## src/rtl/mips_pkg.sv

```systemverilog
// Shared MIPS pipeline control definitions: opcodes, ALU codes, PC selects and control bundles.
package mips_pkg;

    localparam int unsigned OPCODE_W   = 6;
    localparam int unsigned CTRL_ALU_W = 3;
    localparam int unsigned PC_SEL_W   = 2;

    localparam logic [OPCODE_W-1:0] OP_RTYPE = 6'b000000;
    localparam logic [OPCODE_W-1:0] OP_LW    = 6'b100011;
    localparam logic [OPCODE_W-1:0] OP_SW    = 6'b101011;
    localparam logic [OPCODE_W-1:0] OP_BEQ   = 6'b000100;
    localparam logic [OPCODE_W-1:0] OP_BNE   = 6'b000101;
    localparam logic [OPCODE_W-1:0] OP_J     = 6'b000010;
    localparam logic [OPCODE_W-1:0] OP_ADDI  = 6'b001000;
    localparam logic [OPCODE_W-1:0] OP_SLTI  = 6'b001010;

    localparam logic [CTRL_ALU_W-1:0] ALU_MEM   = 3'b000;
    localparam logic [CTRL_ALU_W-1:0] ALU_BR    = 3'b001;
    localparam logic [CTRL_ALU_W-1:0] ALU_FUNCT = 3'b010;
    localparam logic [CTRL_ALU_W-1:0] ALU_ADDI  = 3'b011;
    localparam logic [CTRL_ALU_W-1:0] ALU_SLTI  = 3'b100;

    localparam logic [PC_SEL_W-1:0] PC_SEQ = 2'd0;
    localparam logic [PC_SEL_W-1:0] PC_BR  = 2'd1;
    localparam logic [PC_SEL_W-1:0] PC_JMP = 2'd2;

    // Full control bundle produced in ID and held in ID/EX.
    typedef struct packed {
        logic                  reg_write;
        logic                  mem_to_reg;
        logic                  mem_read;
        logic                  mem_write;
        logic                  reg_dst;
        logic                  alu_src;
        logic [CTRL_ALU_W-1:0] alu_op;
    } ctrl_t;

    // Controls still needed once the instruction has left EX.
    typedef struct packed {
        logic reg_write;
        logic mem_to_reg;
        logic mem_read;
        logic mem_write;
    } mem_ctrl_t;

    // Controls still needed once the instruction has left MEM.
    typedef struct packed {
        logic reg_write;
        logic mem_to_reg;
    } wb_ctrl_t;

endpackage

```

## src/rtl/pipe_ctrl_if.sv

```systemverilog
// ID-stage inputs and per-stage control outputs of the pipeline control unit.
interface pipe_ctrl_if
    import mips_pkg::*;
#(
    parameter int unsigned REG_AW   = 5,
    parameter int unsigned ALU_OP_W = 3
);
    logic [OPCODE_W-1:0] opCode;
    logic [REG_AW-1:0]   id_rs;
    logic [REG_AW-1:0]   id_rt;
    logic [REG_AW-1:0]   id_rd;
    logic                id_eq;

    logic                ldPC;
    logic                ldIFID;
    logic                flushIFID;
    logic [PC_SEL_W-1:0] pcSel;
    logic                ex_Reg_Dst;
    logic                ex_ALU_Src;
    logic [ALU_OP_W-1:0] ex_ALU_Op;
    logic                mem_Mem_Read;
    logic                mem_Mem_Write;
    logic                wb_Reg_Write;
    logic                wb_Mem_To_Reg;
    logic [REG_AW-1:0]   ex_dst;
    logic [REG_AW-1:0]   mem_dst;
    logic [REG_AW-1:0]   wb_dst;

    modport master (
        output opCode, id_rs, id_rt, id_rd, id_eq,
        input  ldPC, ldIFID, flushIFID, pcSel,
        input  ex_Reg_Dst, ex_ALU_Src, ex_ALU_Op,
        input  mem_Mem_Read, mem_Mem_Write, wb_Reg_Write, wb_Mem_To_Reg,
        input  ex_dst, mem_dst, wb_dst
    );

    modport slave (
        input  opCode, id_rs, id_rt, id_rd, id_eq,
        output ldPC, ldIFID, flushIFID, pcSel,
        output ex_Reg_Dst, ex_ALU_Src, ex_ALU_Op,
        output mem_Mem_Read, mem_Mem_Write, wb_Reg_Write, wb_Mem_To_Reg,
        output ex_dst, mem_dst, wb_dst
    );
endinterface

```

## src/rtl/ctrl_decode.sv

```systemverilog
// Combinational opcode decoder producing the ID-stage control bundle.
module ctrl_decode
    import mips_pkg::*;
(
    input  logic [OPCODE_W-1:0] op_code,
    output ctrl_t               ctrl_c
);

    // Unknown opcodes fall through to an all-zero bundle, i.e. a NOP.
    always_comb begin
        ctrl_c = '0;
        case (op_code)
            OP_RTYPE: begin
                ctrl_c.reg_write = 1'b1;
                ctrl_c.reg_dst   = 1'b1;
                ctrl_c.alu_op    = ALU_FUNCT;
            end
            OP_LW: begin
                ctrl_c.reg_write  = 1'b1;
                ctrl_c.mem_read   = 1'b1;
                ctrl_c.mem_to_reg = 1'b1;
                ctrl_c.alu_src    = 1'b1;
                ctrl_c.alu_op     = ALU_MEM;
            end
            OP_SW: begin
                ctrl_c.mem_write = 1'b1;
                ctrl_c.alu_src   = 1'b1;
                ctrl_c.alu_op    = ALU_MEM;
            end
            OP_BEQ, OP_BNE: begin
                ctrl_c.alu_op = ALU_BR;
            end
            OP_ADDI: begin
                ctrl_c.reg_write = 1'b1;
                ctrl_c.alu_src   = 1'b1;
                ctrl_c.alu_op    = ALU_ADDI;
            end
            OP_SLTI: begin
                ctrl_c.reg_write = 1'b1;
                ctrl_c.alu_src   = 1'b1;
                ctrl_c.alu_op    = ALU_SLTI;
            end
            default: ctrl_c = '0;
        endcase
    end

endmodule

```

## src/rtl/pipe_ctrl.sv

```systemverilog
// Pipeline control: ID decode, stage control registers, load-use stall and ID-stage branch/jump resolve.
module pipe_ctrl
    import mips_pkg::*;
#(
    parameter int unsigned REG_AW       = 5,
    parameter int unsigned ALU_OP_W     = 3,
    parameter int unsigned STALL_CYCLES = 1
)(
    input  logic     clk,
    input  logic     rst,
    pipe_ctrl_if.slave bus
);

    localparam int unsigned CNT_W = 2;

    ctrl_t             id_ctrl_c;
    logic [REG_AW-1:0] id_dst_c;

    ctrl_t             ex_ctrl;
    logic [REG_AW-1:0] ex_dst;
    mem_ctrl_t         mem_ctrl;
    logic [REG_AW-1:0] mem_dst;
    wb_ctrl_t          wb_ctrl;
    logic [REG_AW-1:0] wb_dst;

    logic [CNT_W-1:0]  cnt;
    logic [CNT_W-1:0]  cnt_nxt;
    logic              hazard_c;
    logic              stall_c;
    logic              br_taken_c;
    logic              jmp_c;

    ctrl_decode u_decode (
        .op_code (bus.opCode),
        .ctrl_c  (id_ctrl_c)
    );

    // Destination only meaningful for writers; non-writers carry $0 so they never match a hazard.
    always_comb begin
        id_dst_c = '0;
        if (id_ctrl_c.reg_write) begin
            id_dst_c = id_ctrl_c.reg_dst ? bus.id_rd : bus.id_rt;
        end
    end

    // Stall counter state register.
    always_ff @(posedge clk or negedge rst) begin
        if (!rst) begin
            cnt <= '0;
        end else begin
            cnt <= cnt_nxt;
        end
    end

    // Hazard detection and stall counter next state; new hazards are only considered when idle.
    always_comb begin
        hazard_c = 1'b0;
        stall_c  = 1'b0;
        cnt_nxt  = cnt;
        hazard_c = ex_ctrl.mem_read && (ex_dst != '0) &&
                   ((ex_dst == bus.id_rs) || (ex_dst == bus.id_rt));
        if (cnt != '0) begin
            stall_c = 1'b1;
            cnt_nxt = cnt - CNT_W'(1);
        end else if (hazard_c) begin
            stall_c = 1'b1;
            cnt_nxt = CNT_W'(STALL_CYCLES - 1);
        end
    end

    // Control-transfer decisions resolved in ID.
    always_comb begin
        br_taken_c = 1'b0;
        jmp_c      = 1'b0;
        br_taken_c = ((bus.opCode == OP_BEQ) && bus.id_eq) ||
                     ((bus.opCode == OP_BNE) && !bus.id_eq);
        jmp_c      = (bus.opCode == OP_J);
    end

    // Fetch-side outputs; stall wins over transfer, and everything reads zero while in reset.
    always_comb begin
        bus.ldPC      = 1'b0;
        bus.ldIFID    = 1'b0;
        bus.flushIFID = 1'b0;
        bus.pcSel     = PC_SEQ;
        if (rst && !stall_c) begin
            bus.ldPC   = 1'b1;
            bus.ldIFID = 1'b1;
            if (jmp_c) begin
                bus.pcSel     = PC_JMP;
                bus.flushIFID = 1'b1;
            end else if (br_taken_c) begin
                bus.pcSel     = PC_BR;
                bus.flushIFID = 1'b1;
            end
        end
    end

    // ID/EX, EX/MEM and MEM/WB control registers; a stall inserts a bubble into ID/EX.
    always_ff @(posedge clk or negedge rst) begin
        if (!rst) begin
            ex_ctrl  <= '0;
            ex_dst   <= '0;
            mem_ctrl <= '0;
            mem_dst  <= '0;
            wb_ctrl  <= '0;
            wb_dst   <= '0;
        end else begin
            ex_ctrl  <= stall_c ? ctrl_t'('0) : id_ctrl_c;
            ex_dst   <= stall_c ? '0 : id_dst_c;
            mem_ctrl <= '{reg_write:  ex_ctrl.reg_write,
                          mem_to_reg: ex_ctrl.mem_to_reg,
                          mem_read:   ex_ctrl.mem_read,
                          mem_write:  ex_ctrl.mem_write};
            mem_dst  <= ex_dst;
            wb_ctrl  <= '{reg_write:  mem_ctrl.reg_write,
                          mem_to_reg: mem_ctrl.mem_to_reg};
            wb_dst   <= mem_dst;
        end
    end

    assign bus.ex_Reg_Dst    = ex_ctrl.reg_dst;
    assign bus.ex_ALU_Src    = ex_ctrl.alu_src;
    assign bus.ex_ALU_Op     = ALU_OP_W'(ex_ctrl.alu_op);
    assign bus.mem_Mem_Read  = mem_ctrl.mem_read;
    assign bus.mem_Mem_Write = mem_ctrl.mem_write;
    assign bus.wb_Reg_Write  = wb_ctrl.reg_write;
    assign bus.wb_Mem_To_Reg = wb_ctrl.mem_to_reg;
    assign bus.ex_dst        = ex_dst;
    assign bus.mem_dst       = mem_dst;
    assign bus.wb_dst        = wb_dst;

endmodule
```

## src/flat_wrapper.sv

```systemverilog
// flat-port wrapper written by rule: the top's interface ports become plain ports
module pipe_ctrl_flat import mips_pkg::*;
#(
    parameter int unsigned REG_AW       = 5,
    parameter int unsigned ALU_OP_W     = 3,
    parameter int unsigned STALL_CYCLES = 1
)
  (clk, rst, bus_opCode, bus_id_rs, bus_id_rt, bus_id_rd, bus_id_eq, bus_ldPC, bus_ldIFID, bus_flushIFID, bus_pcSel, bus_ex_Reg_Dst, bus_ex_ALU_Src, bus_ex_ALU_Op, bus_mem_Mem_Read, bus_mem_Mem_Write, bus_wb_Reg_Write, bus_wb_Mem_To_Reg, bus_ex_dst, bus_mem_dst, bus_wb_dst);
  pipe_ctrl_if #(.REG_AW(REG_AW), .ALU_OP_W(ALU_OP_W)) bus_i ();
  input  logic clk;
  input  logic rst;
  input wire logic [$bits(bus_i.opCode)-1:0] bus_opCode;
  input wire logic [$bits(bus_i.id_rs)-1:0] bus_id_rs;
  input wire logic [$bits(bus_i.id_rt)-1:0] bus_id_rt;
  input wire logic [$bits(bus_i.id_rd)-1:0] bus_id_rd;
  input wire logic [$bits(bus_i.id_eq)-1:0] bus_id_eq;
  output wire logic [$bits(bus_i.ldPC)-1:0] bus_ldPC;
  output wire logic [$bits(bus_i.ldIFID)-1:0] bus_ldIFID;
  output wire logic [$bits(bus_i.flushIFID)-1:0] bus_flushIFID;
  output wire logic [$bits(bus_i.pcSel)-1:0] bus_pcSel;
  output wire logic [$bits(bus_i.ex_Reg_Dst)-1:0] bus_ex_Reg_Dst;
  output wire logic [$bits(bus_i.ex_ALU_Src)-1:0] bus_ex_ALU_Src;
  output wire logic [$bits(bus_i.ex_ALU_Op)-1:0] bus_ex_ALU_Op;
  output wire logic [$bits(bus_i.mem_Mem_Read)-1:0] bus_mem_Mem_Read;
  output wire logic [$bits(bus_i.mem_Mem_Write)-1:0] bus_mem_Mem_Write;
  output wire logic [$bits(bus_i.wb_Reg_Write)-1:0] bus_wb_Reg_Write;
  output wire logic [$bits(bus_i.wb_Mem_To_Reg)-1:0] bus_wb_Mem_To_Reg;
  output wire logic [$bits(bus_i.ex_dst)-1:0] bus_ex_dst;
  output wire logic [$bits(bus_i.mem_dst)-1:0] bus_mem_dst;
  output wire logic [$bits(bus_i.wb_dst)-1:0] bus_wb_dst;
  assign bus_i.opCode = bus_opCode;
  assign bus_i.id_rs = bus_id_rs;
  assign bus_i.id_rt = bus_id_rt;
  assign bus_i.id_rd = bus_id_rd;
  assign bus_i.id_eq = bus_id_eq;
  assign bus_ldPC = bus_i.ldPC;
  assign bus_ldIFID = bus_i.ldIFID;
  assign bus_flushIFID = bus_i.flushIFID;
  assign bus_pcSel = bus_i.pcSel;
  assign bus_ex_Reg_Dst = bus_i.ex_Reg_Dst;
  assign bus_ex_ALU_Src = bus_i.ex_ALU_Src;
  assign bus_ex_ALU_Op = bus_i.ex_ALU_Op;
  assign bus_mem_Mem_Read = bus_i.mem_Mem_Read;
  assign bus_mem_Mem_Write = bus_i.mem_Mem_Write;
  assign bus_wb_Reg_Write = bus_i.wb_Reg_Write;
  assign bus_wb_Mem_To_Reg = bus_i.wb_Mem_To_Reg;
  assign bus_ex_dst = bus_i.ex_dst;
  assign bus_mem_dst = bus_i.mem_dst;
  assign bus_wb_dst = bus_i.wb_dst;
  pipe_ctrl #(.REG_AW(REG_AW), .ALU_OP_W(ALU_OP_W), .STALL_CYCLES(STALL_CYCLES)) u_core (.clk(clk), .rst(rst), .bus(bus_i));
endmodule
```

## config.mk

```make
export PLATFORM = sky130hd
export DESIGN_NAME = pipe_ctrl_flat
export DESIGN_NICKNAME = d
export VERILOG_FILES = /design/src/rtl/mips_pkg.sv /design/src/rtl/pipe_ctrl_if.sv /design/src/rtl/ctrl_decode.sv /design/src/rtl/pipe_ctrl.sv /design/src/flat_wrapper.sv
export SDC_FILE = /design/constraint.sdc
export NUM_CORES = 1
export LEC_CHECK = 0
export BUFFER_PORTS_ARGS = -buffer_cell sky130_fd_sc_hd__buf_2
export CORE_ASPECT_RATIO = 1.4
export CORE_MARGIN = 2
export CORE_UTILIZATION = 46
export CTS_CLUSTER_DIAMETER = 200
export DETAILED_ROUTE_END_ITERATION = 6
export GPL_ROUTABILITY_DRIVEN = 0
export PLACE_DENSITY = 0.78
export SLEW_MARGIN = 10
export SYNTH_ARGS = -nofsm -noshare
export SYNTH_HDL_FRONTEND = slang
export SYNTH_SLANG_ARGS = --single-unit
```

## constraint.sdc

```tcl
create_clock -name clk -period 2.35 [get_ports clk]
set_clock_uncertainty 0.1 [all_clocks]
set_input_delay 0.3525 -clock clk [delete_from_list [all_inputs] [get_ports clk]]
set_output_delay 0.3525 -clock clk [all_outputs]
set_load 0.01 [all_outputs]
```

### Word level (Yosys, flattened, before mapping)

Index checks and enable logic that the tools add are counted.

| storage, ports and cells | value |
|---|---|
| output and inout bits | 29 |
| register bits after elaboration | 32 |
| input port bits | 24 |

| operators by class | value |
|---|---|
| reduce and logical (&&, ||, !) cells | 16 |
| multiplexer cells | 21 |
| add/subtract/negate cells | 1 |
| equality and inequality tests | 9 |

Operators with widths:

| operator | count |
|---|---|
| $mux W5 | 3 |
| $eq A6 B3 Y1 const B | 2 |
| $eq A6 B4 Y1 const B | 2 |
| $eq A6 B6 Y1 const B | 2 |
| $pmux W3 S4 | 1 |
| $mux W1 | 11 |
| $eq A5 B5 Y1 | 2 |
| $mux W2 | 5 |
| $mux W9 | 1 |
| $reduce_or A4 Y1 | 2 |
| $eq A6 B2 Y1 const B | 1 |
| $logic_not A6 Y1 | 1 |
| $logic_and A1 B1 Y1 | 5 |
| $reduce_bool A5 Y1 | 1 |
| $reduce_bool A2 Y1 | 2 |
| $logic_not A1 Y1 | 2 |
| $logic_or A1 B1 Y1 | 2 |
| $reduce_or A2 Y1 | 1 |
| $sub A2 B1 Y2 const B | 1 |

### Depth between registers and ports, before layout

Gate-level depths: netlist of run 1.

| logic depth | value |
|---|---|
| depth in word-level cells | 8 |
| mapped depth | 6 |

### By module

From an unflattened synthesis of run 1, not the netlist that was laid out.

| unflattened totals | value |
|---|---|
| cells, all modules | 120 |
| area, all modules | 1,413.9 um^2 |

By module, submodules not included:

| module | cells each | times used | area an instance (um^2) |
|---|---|---|---|
| pipe_ctrl | 100 | 1 | 1,277.5 |
| ctrl_decode | 20 | 1 | 136.4 |

### Worst setup path before layout of run 1

No wires, ideal clock.

| timing path | value |
|---|---|
| path type | reg2out |
| from | register u_core.ex_dst[0], in the netlist u_core.bus.ex_dst[0] |
| to | output port bus_ldPC |
| path slack | 101 ps |
| stages on the path, launching flop included | 6 |
| required time | 1,898 ps |
| data arrival time | 1,796 ps |
| cells stage by stage | dfrtp_1 or4_1 o21ai_2 a21oi_2 nor3b_1 buf_4 |

| between the ends | value |
|---|---|
| word-level cells in the longest chain between the ends | 8 |
| elaborated cells between the ends (all ways) | 11 |
| classes of those cells | eq/ne (2); mux (3); reduce/logical (6) |

Ends and longest elaborated chain:

| what | RTL line | text |
|---|---|---|
| from (decl) | pipe_ctrl.sv:20 | `logic [REG_AW-1:0] ex_dst;` |
| from (signal assigned) | pipe_ctrl.sv:110 | `ex_dst <= stall_c ? '0 : id_dst_c;` |
| $eq A5 B5 Y1 / $reduce_bool A5 Y1 (equally long branches) | pipe_ctrl.sv:61, pipe_ctrl.sv:60 |  |
| $logic_or A1 B1 Y1 / $logic_and A1 B1 Y1 (equally long branches) | pipe_ctrl.sv:61, pipe_ctrl.sv:60 |  |
| $logic_and A1 B1 Y1 * | pipe_ctrl.sv:60 | `hazard_c = ex_ctrl.mem_read && (ex_dst != '0) &&` |
| $mux W1 * | pipe_ctrl.sv:65 | `end else if (hazard_c) begin` |
| $mux W1 * | pipe_ctrl.sv:62 | `if (cnt != '0) begin` |
| $logic_not A1 Y1 * | pipe_ctrl.sv:86 | `if (rst && !stall_c) begin` |
| $logic_and A1 B1 Y1 * | pipe_ctrl.sv:86 |  |
| $mux W1 * | -- |  |
| to (decl) | flat_wrapper.sv:17 | `output wire logic [$bits(bus_i.ldPC)-1:0] bus_ldPC;` |

Every way passes the cells marked *; elsewhere a longest branch is shown, timed or not.

### Worst setup path in the final report of run 1

| timing path | value |
|---|---|
| from | register u_core.ex_dst[0], in the netlist u_core.bus.ex_dst[0] |
| to | output port bus_pcSel[1] |

| between the ends | value |
|---|---|
| word-level cells in the longest chain between the ends | 8 |
| elaborated cells between the ends (all ways) | 11 |
| classes of those cells | eq/ne (2); mux (3); reduce/logical (6) |

Ends and longest elaborated chain:

| what | RTL line | text |
|---|---|---|
| $eq A5 B5 Y1 / $reduce_bool A5 Y1 (equally long branches) | pipe_ctrl.sv:61, pipe_ctrl.sv:60 |  |
| $logic_or A1 B1 Y1 / $logic_and A1 B1 Y1 (equally long branches) | pipe_ctrl.sv:61, pipe_ctrl.sv:60 |  |
| $logic_and A1 B1 Y1 * | pipe_ctrl.sv:60 |  |
| $mux W1 * | pipe_ctrl.sv:65 |  |
| $mux W1 * | pipe_ctrl.sv:62 |  |
| $logic_not A1 Y1 * | pipe_ctrl.sv:86 |  |
| $logic_and A1 B1 Y1 * | pipe_ctrl.sv:86 |  |
| $mux W2 * | pipe_ctrl.sv:86 |  |
| to (decl) | flat_wrapper.sv:20 | `output wire logic [$bits(bus_i.pcSel)-1:0] bus_pcSel;` |

Marked as above.

==> results of run 1 <==
-- where the power goes --
| part | internal [uW] | switching [uW] | total (uW) | leakage [uW] |
|---|---|---|---|---|
| clock | 145 | 164 | 308 | 0.0000353 |
| sequential | 524 | 4.09 | 528 | 0.000414 |
| combinational | 42.7 | 53.6 | 96.3 | 0.000483 |
| total | 711 | 221 | 933 | 0.000933 |
-- through the flow --
step	util (%)	setup TNS [ps]	setup WS [ps]
after floorplan	-	0	101
after global placement	58.2	0	315
after detailed placement	58.2	0	300
after CTS	61.8	0	12.5
after global routing	63.4	-154	-38.8
final	63.4	0	51.0
-- sequential cells by signal, indices dropped and copies added (netlist names) --
name / cells
u_core.bus.wb_Mem_To_Reg: 1
u_core.bus.wb_dst: 5
u_core.bus.mem_dst: 5
u_core.bus.ex_dst: 5
u_core.bus.ex_ALU_Src: 1
u_core.cnt: 2
u_core.bus.wb_Reg_Write: 1
u_core.ex_ctrl: 3
u_core.bus.ex_Reg_Dst: 1
u_core.bus.mem_Mem_Read: 1
u_core.bus.ex_ALU_Op: 3
u_core.mem_ctrl: 1
u_core.bus.mem_Mem_Write: 1
-- what timing repair did --
action / 4_1_cts / 5_1_grt
hold endpoints to repair: 30 / 0
hold buffers: 1 / 0
setup buffers: 3 / 1
resized for setup: 0 / 7
pin swaps: 0 / 4
endpoints found under the setup margin: 3 / 5
-- worst paths after layout --
check                                               startpoint                                 end  slack [ps]  cells past startpoint
worst min register to register     u_core.ex_ctrl[5]$_DFF_PN0_  u_core.bus.mem_Mem_Write$_DFF_PN0_         250                      0
worst max register to register  u_core.bus.ex_dst[0]$_DFF_PN0_     u_core.bus.ex_ALU_Src$_DFF_PN0_         300                      6
worst max-delay path            u_core.bus.ex_dst[0]$_DFF_PN0_                        bus_pcSel[1]          50                      5
min in group asynchronous                                  rst   u_core.bus.mem_Mem_Read$_DFF_PN0_         490                      3
max in group asynchronous                                  rst      u_core.bus.ex_dst[3]$_DFF_PN0_        1370                      3
worst min-delay path                             bus_opCode[2]     u_core.bus.ex_ALU_Src$_DFF_PN0_         190                      2
-- critical path: stages (launching register included) --
cell	delay (ps)
dfrtp_1	390
or4_4	550
o21ai_4	190
a21oi_4	70
nor3_1	170
buf_2	150
-- layout by cell type, fill, tap and decap left out, drive strengths merged --
| cell type | count |
|---|---|
| inv | 1 |
| nor2 | 4 |
| a21oi | 2 |
| nand2 | 7 |
| buf | 58 |
| nand2b | 1 |
| mux2i | 6 |
| nor4 | 3 |
| nor3 | 16 |
| a211oi | 1 |
| xor2 | 7 |
| o21ai | 3 |
| nor3b | 3 |
| or3 | 1 |
| nor2b | 2 |
| or4 | 1 |
| nand3 | 3 |
| nand3b | 1 |
| clkbuf | 7 |
| dlygate4sd3 | 1 |
| clkinv | 1 |
| and2 | 1 |
| or2 | 1 |
| dfrtp | 30 |
| xnor2 | 4 |
-- per-layer routing --
layer	vias up	share of wire [%]
met5	-	0
met4	0	1.9
met3	6	7.2
met2	37	53
met1	463	38
li1	474	-
-- kinds of logic (layout without fill, tap and decap cells) --
| kind of cell | count (synthesis) | after routing | share of synthesized area, % |
|---|---|---|---|
| compound gates | 6 | 6 | 3.23 |
| buf+inv | 9 | 68 | 4.65 |
| flops | 30 | 30 | 60.6 |
| simple gates | 44 | 44 | 18.9 |
| mux | 6 | 6 | 4.85 |
| xor+xnor | 11 | 11 | 7.78 |
-- area by class of cell --
type	instances	area share, %
Tap cell	36	2.74
Clock inverter	1	0.305
Timing Repair Buffer	59	19.2
Sequential cell	30	45.8
Multi-Input combinational cell	67	28.4
Inverter	1	0.229
Clock buffer	7	3.35
==> run_results.csv, run 1 <==
group,metric,value,unit
run_status,outcome,"finished, final reports clean",
worst_setup_path,crit_path_end_kind,"output port",
detailed_routing,dr.pass1.iters,4,
hold_path,hold_path.class,"in2reg",
synth,synth_edf_count,0,
finish,areaGrowthSynthToFinish,32.5,%
finish,design_area,0.00164,mm2
worst_setup_path,required,1900,ps
synth,synth_cells,106,
clock_network,cts.sinks,30,
floorplanning,io_pins,53,
worst_setup_path,critPathLaunchType,"flop",
global_routing,grt_max_degree,32,
sta,hold_viol,0,
clock_network,h-tree-depth,2,
finish,register_area,752,um2
sta,fin_crit_sh,97.8,%
sta,slew_headroom,71.8,%
sta,holdWs,187,ps
clock_network,clkLatencyLatePin,320,ps
place,hpwl,1850,um
place,placedCellCount,188,
synth,ys_ff_latch,30,
floorplanning,rows,22,
floorplanning,core_area,0.00259,mm2
global_routing,grt_pass1_wl,4000,um
detailed_routing,drt_first_iter_violations,19,
floorplanning,start_util,47.9,%
power,p_per_area,568,mW/mm2
power,p_leak,0.000933,uW
sta,setup_viol,0,
synth,ys.flop_type,"dfrtp_1",
finish,drive_gt1_share,44.2,%
sta,maxSlewViolCount,0,
finish,final_cells,201,
global_routing,grt_busiest_layer,"met2",
place,placed_area,0.00151,mm2
synth,synthesis.area,0.00124,mm2
global_routing,grtUsageMet1,21.6,%
detailed_routing,vias,980,
flow_run,cap_violations,0,
synth,synth.most_common_cell,"dfrtp_1",
global_routing,met2_usage,29.5,%
synth,synth_fp_nets,130,
synth,async_flop_share,100,%
finish,fill_cells,220,
power,power,933,uW
synth,yosysTopAreaCellShare,60.6,%
worst_setup_path,critPathArrivalTime,1850,ps
floorplanning,die_y,65.4,um
clock_network,max-clock-path-buffers,2,
worst_setup_path,crit_fanout,5,
sta,period_minus_slack,2300,ps
finish,multi_input_area,465,um2
synth,syn_avg_cell_area,11.7,um2
clock_network,cts_tree,"built",
clock_network,cts_buffers,5,
detailed_routing,routed_via_density,4.88,
synth,synth.area.top_cells,"dfrtp_1, nor3_1, xor2_1",
synth,synth_seq_area_share,60.6,%
sta,tightest_slew,420,ps
worst_setup_path,worstSetupPathType,"reg2out",
sta,clock.fmax,435,MHz
synth,ys_warn_count,0,
floorplanning,die_w,47.9,um
synth,synth.distinct_cells,28,
finish,nNetsFinal,188,
clock_network,clkTransAtPathRegs,80,ps
detailed_routing,wirelength,2590,um
global_routing,use_met3,5.77,%
detailed_routing,post_drt_wl_per_cell,12.9,um
synth,synthTopCellsByCount,"dfrtp_1, nor3_1, nand2_1, xor2_1, mux2i_1",
global_routing,antenna_found_initial,0,
power,vdd_drop_max,0.000345,V
global_routing,grt_util_all_layers,18.4,%
place,port_buffers,52,
global_routing,grt_overflow,0,
clock_network,cts-root-buf,"clkbuf_4",
floorplanning,die_area,0.00313,mm2
sta,rsz0062_at_grt,"yes",
detailed_routing,postRouteAntennaNets,0,
detailed_routing,drcViolationCount,0,
global_routing,grt_pass1_vias,900,
finish,antenna_cells,0,
synth,yosysTopAreaCell,"dfrtp_1",
Note: power is estimated with default switching activity, not from simulation.
==> inputs of run 2 (changes only) <==
--- a/config.mk
+++ b/config.mk
@@ -5,7 +5,7 @@
 export SDC_FILE = /design/constraint.sdc
 export NUM_CORES = 1
 export LEC_CHECK = 0
-export BUFFER_PORTS_ARGS = -buffer_cell sky130_fd_sc_hd__buf_2
+export BUFFER_PORTS_ARGS = -buffer_cell sky130_fd_sc_hd__clkbuf_2
 export CORE_ASPECT_RATIO = 1.4
 export CORE_MARGIN = 2
 export CORE_UTILIZATION = 46
==> run_results.csv, run 2 (same netlist as run 1, synthesis figures left out) <==
group,metric,value,unit
global_routing,antenna_found_initial,0,
floorplanning,rows,22,
detailed_routing,drt_first_iter_violations,25,
clock_network,h-tree-depth,2,
sta,maxSlewViolCount,0,
floorplanning,die_y,65.4,um
worst_setup_path,crit_chain,"or4_4, o21ai_4, a21oi_4, nor3b_2, buf_2",
sta,fin_ws,25.6,ps
worst_setup_path,reg2reg_depth,5,
finish,design_area,0.00168,mm2
clock_network,clkTransAtPathRegs,100,ps
sta,tightest_slew,388,ps
worst_setup_path,crit_cells,5,
sta,slew_headroom,73.9,%
finish,layout_common_cells,"clkbuf_2, dfrtp_1, nor3_1",
worst_setup_path,worstSetupPathType,"reg2out",
worst_setup_path,crit_family,"simple AND/OR/NAND/NOR gates",
finish,antenna_cells,0,
place,placedCellCount,188,
floorplanning,die_w,47.9,um
run_status,outcome,"finished, final reports clean",
global_routing,grt_util_all_layers,18.6,%
floorplanning,die_area,0.00313,mm2
sta,fin_crit_sh,98.9,%
detailed_routing,vias,982,
power,p_clk_share,33.3,%
power,vdd_drop_max,0.000380,V
clock_network,cts_buffers,5,
clock_network,clkLatencyLatePin,330,ps
detailed_routing,wirelength,2620,um
detailed_routing,dr.pass1.iters,4,
place,hpwl,1900,um
sta,clock.fmax,430,MHz
finish,final_cells,203,
power,p_leak,0.000923,uW
place,dpl_worst_slack,236,ps
detailed_routing,routed_via_density,4.84,
global_routing,grt_overflow,0,
power,power.share.switching,24.3,%
global_routing,grt_pass1_wl,4020,um
finish,drive_gt1_share,46.7,%
sta,period_minus_slack,2320,ps
detailed_routing,postRouteAntennaNets,0,
power,pwr-share-comb,10.7,%
clock_network,cts-root-buf,"clkbuf_4",
worst_setup_path,r2r_setup_slack,410,ps
finish,nNetsFinal,190,
power,power.switching,229,uW
worst_setup_path,required,1900,ps
worst_setup_path,cp_slowest_cell,"or4_4",
worst_setup_path,critPathArrivalTime,1870,ps
floorplanning,start_util,47.9,%
worst_setup_path,crit_path_end_kind,"output port",
power,seqPwrFrac,56.0,%
floorplanning,io_pins,53,
power,internal_power,713,uW
flow_run,cap_violations,0,
place,placed_area,0.00151,mm2
detailed_routing,post_drt_wl_per_cell,12.9,um
worst_setup_path,crit_buf_inv,1,
detailed_routing,drcViolationCount,0,
worst_setup_path,cp_slowest_stage_delay,540,ps
sta,holdWs,180,ps
sta,setup_viol,0,
global_routing,grt_max_degree,32,
worst_setup_path,r2r_end,"u_core.bus.ex_ALU_Src$_DFF_PN0_",
power,p_per_area,563,mW/mm2
finish,reg_top3,"u_core.bus.ex_dst x5, u_core.bus.mem_dst x5, u_core.bus.wb_dst x5",
clock_network,cts.sinks,30,
finish,final_common_cell,"clkbuf_2",
worst_setup_path,critPathLaunchType,"flop",
worst_setup_path,endpoint,"bus_ldIFID",
clock_network,cts_tree,"built",
worst_setup_path,startpoint,"u_core.bus.ex_dst[0]$_DFF_PN0_",
sta,hold_viol,0,
clock_network,max-clock-path-buffers,2,
hold_path,hold_path.class,"in2reg",
place,port_buffers,52,
worst_setup_path,r2r_start,"u_core.bus.ex_dst[0]$_DFF_PN0_",
sta,rsz0062_at_grt,"yes",
global_routing,grt_pass1_vias,902,
worst_setup_path,crit_fanout,5,
finish,areaGrowthSynthToFinish,35.3,%
floorplanning,core_area,0.00259,mm2
==> run 2: changes by cell type in the layout (fill, tap and decap cells not counted), sizes merged <==
cell    previous run  this run
clkbuf             7        54
buf               58        13
==> run 2: power by group through the flow <==
stage	Combinational (uW)	Sequential (uW)	Clock, uW
2_1_floorplan	39.1	542	0
3_5_place_dp	90.1	539	0
5_1_grt	112	529	354
3_3_place_gp	88.2	539	0
4_1_cts	94.3	528	319
6_report	101	528	314
==> run 2: cell type report <==
cell class	count	area [um2]
flip-flops and latches	30	752
clock buffers	7	55.1
clock inverters	1	5.00
well taps	36	45.0
fillers	232	912
multi-input cells	67	480
repair buffers	61	334
inverters	1	3.75
==> run 2: how the worst min path moves through the flow <==
| stage | depth (start not counted) | slack (ps) | endpoint | start |
|---|---|---|---|---|
| after floorplan | 0 | -40 | u_core.bus.ex_ALU_Op[0]$_DFF_PN0_ | rst |
| after global placement | 0 | 230 | u_core.mem_ctrl[3]$_DFF_PN0_ | u_core.ex_ctrl[8]$_DFF_PN0_ |
| after detailed placement | 0 | 230 | u_core.mem_ctrl[3]$_DFF_PN0_ | u_core.ex_ctrl[8]$_DFF_PN0_ |
| after CTS | 2 | 170 | u_core.bus.ex_ALU_Src$_DFF_PN0_ | bus_opCode[2] |
| after global routing | 2 | 170 | u_core.bus.ex_ALU_Src$_DFF_PN0_ | bus_opCode[2] |
| final | 2 | 180 | u_core.bus.ex_ALU_Src$_DFF_PN0_ | bus_opCode[2] |
==> run 2: repair_timing <==
item | in CTS | in global routing
endpoints found under the hold margin | 30 | 0
buffers inserted | 3 | 3
gates resized for setup | 1 | 15
hold buffers | 1 | 0
cloned | 0 | 0
endpoints found under the setup margin | 5 | 5
pin swaps | 1 | 9
==> run 2: metrics by stage <==
stage | setup TNS (ps) | utilization [%] | total power [uW]
2_1_floorplan | 0 | - | 581
3_3_place_gp | 0 | 58.2 | 627
3_5_place_dp | 0 | 58.2 | 629
4_1_cts | 0 | 61.9 | 941
5_1_grt | -407 | 64.7 | 996
6_report | 0 | 64.7 | 943
==> run 2: metal layers <==
| layer | track usage, % | part of all wire, % | vias to the layer above |
|---|---|---|---|
| met3 | 5.77 | 6.5 | 8 |
| met4 | 10.1 | 2.6 | 0 |
| met5 | 0 | 0 | - |
| met2 | 28.8 | 51 | 40 |
| met1 | 22.0 | 40 | 455 |
| li1 | - | - | 479 |
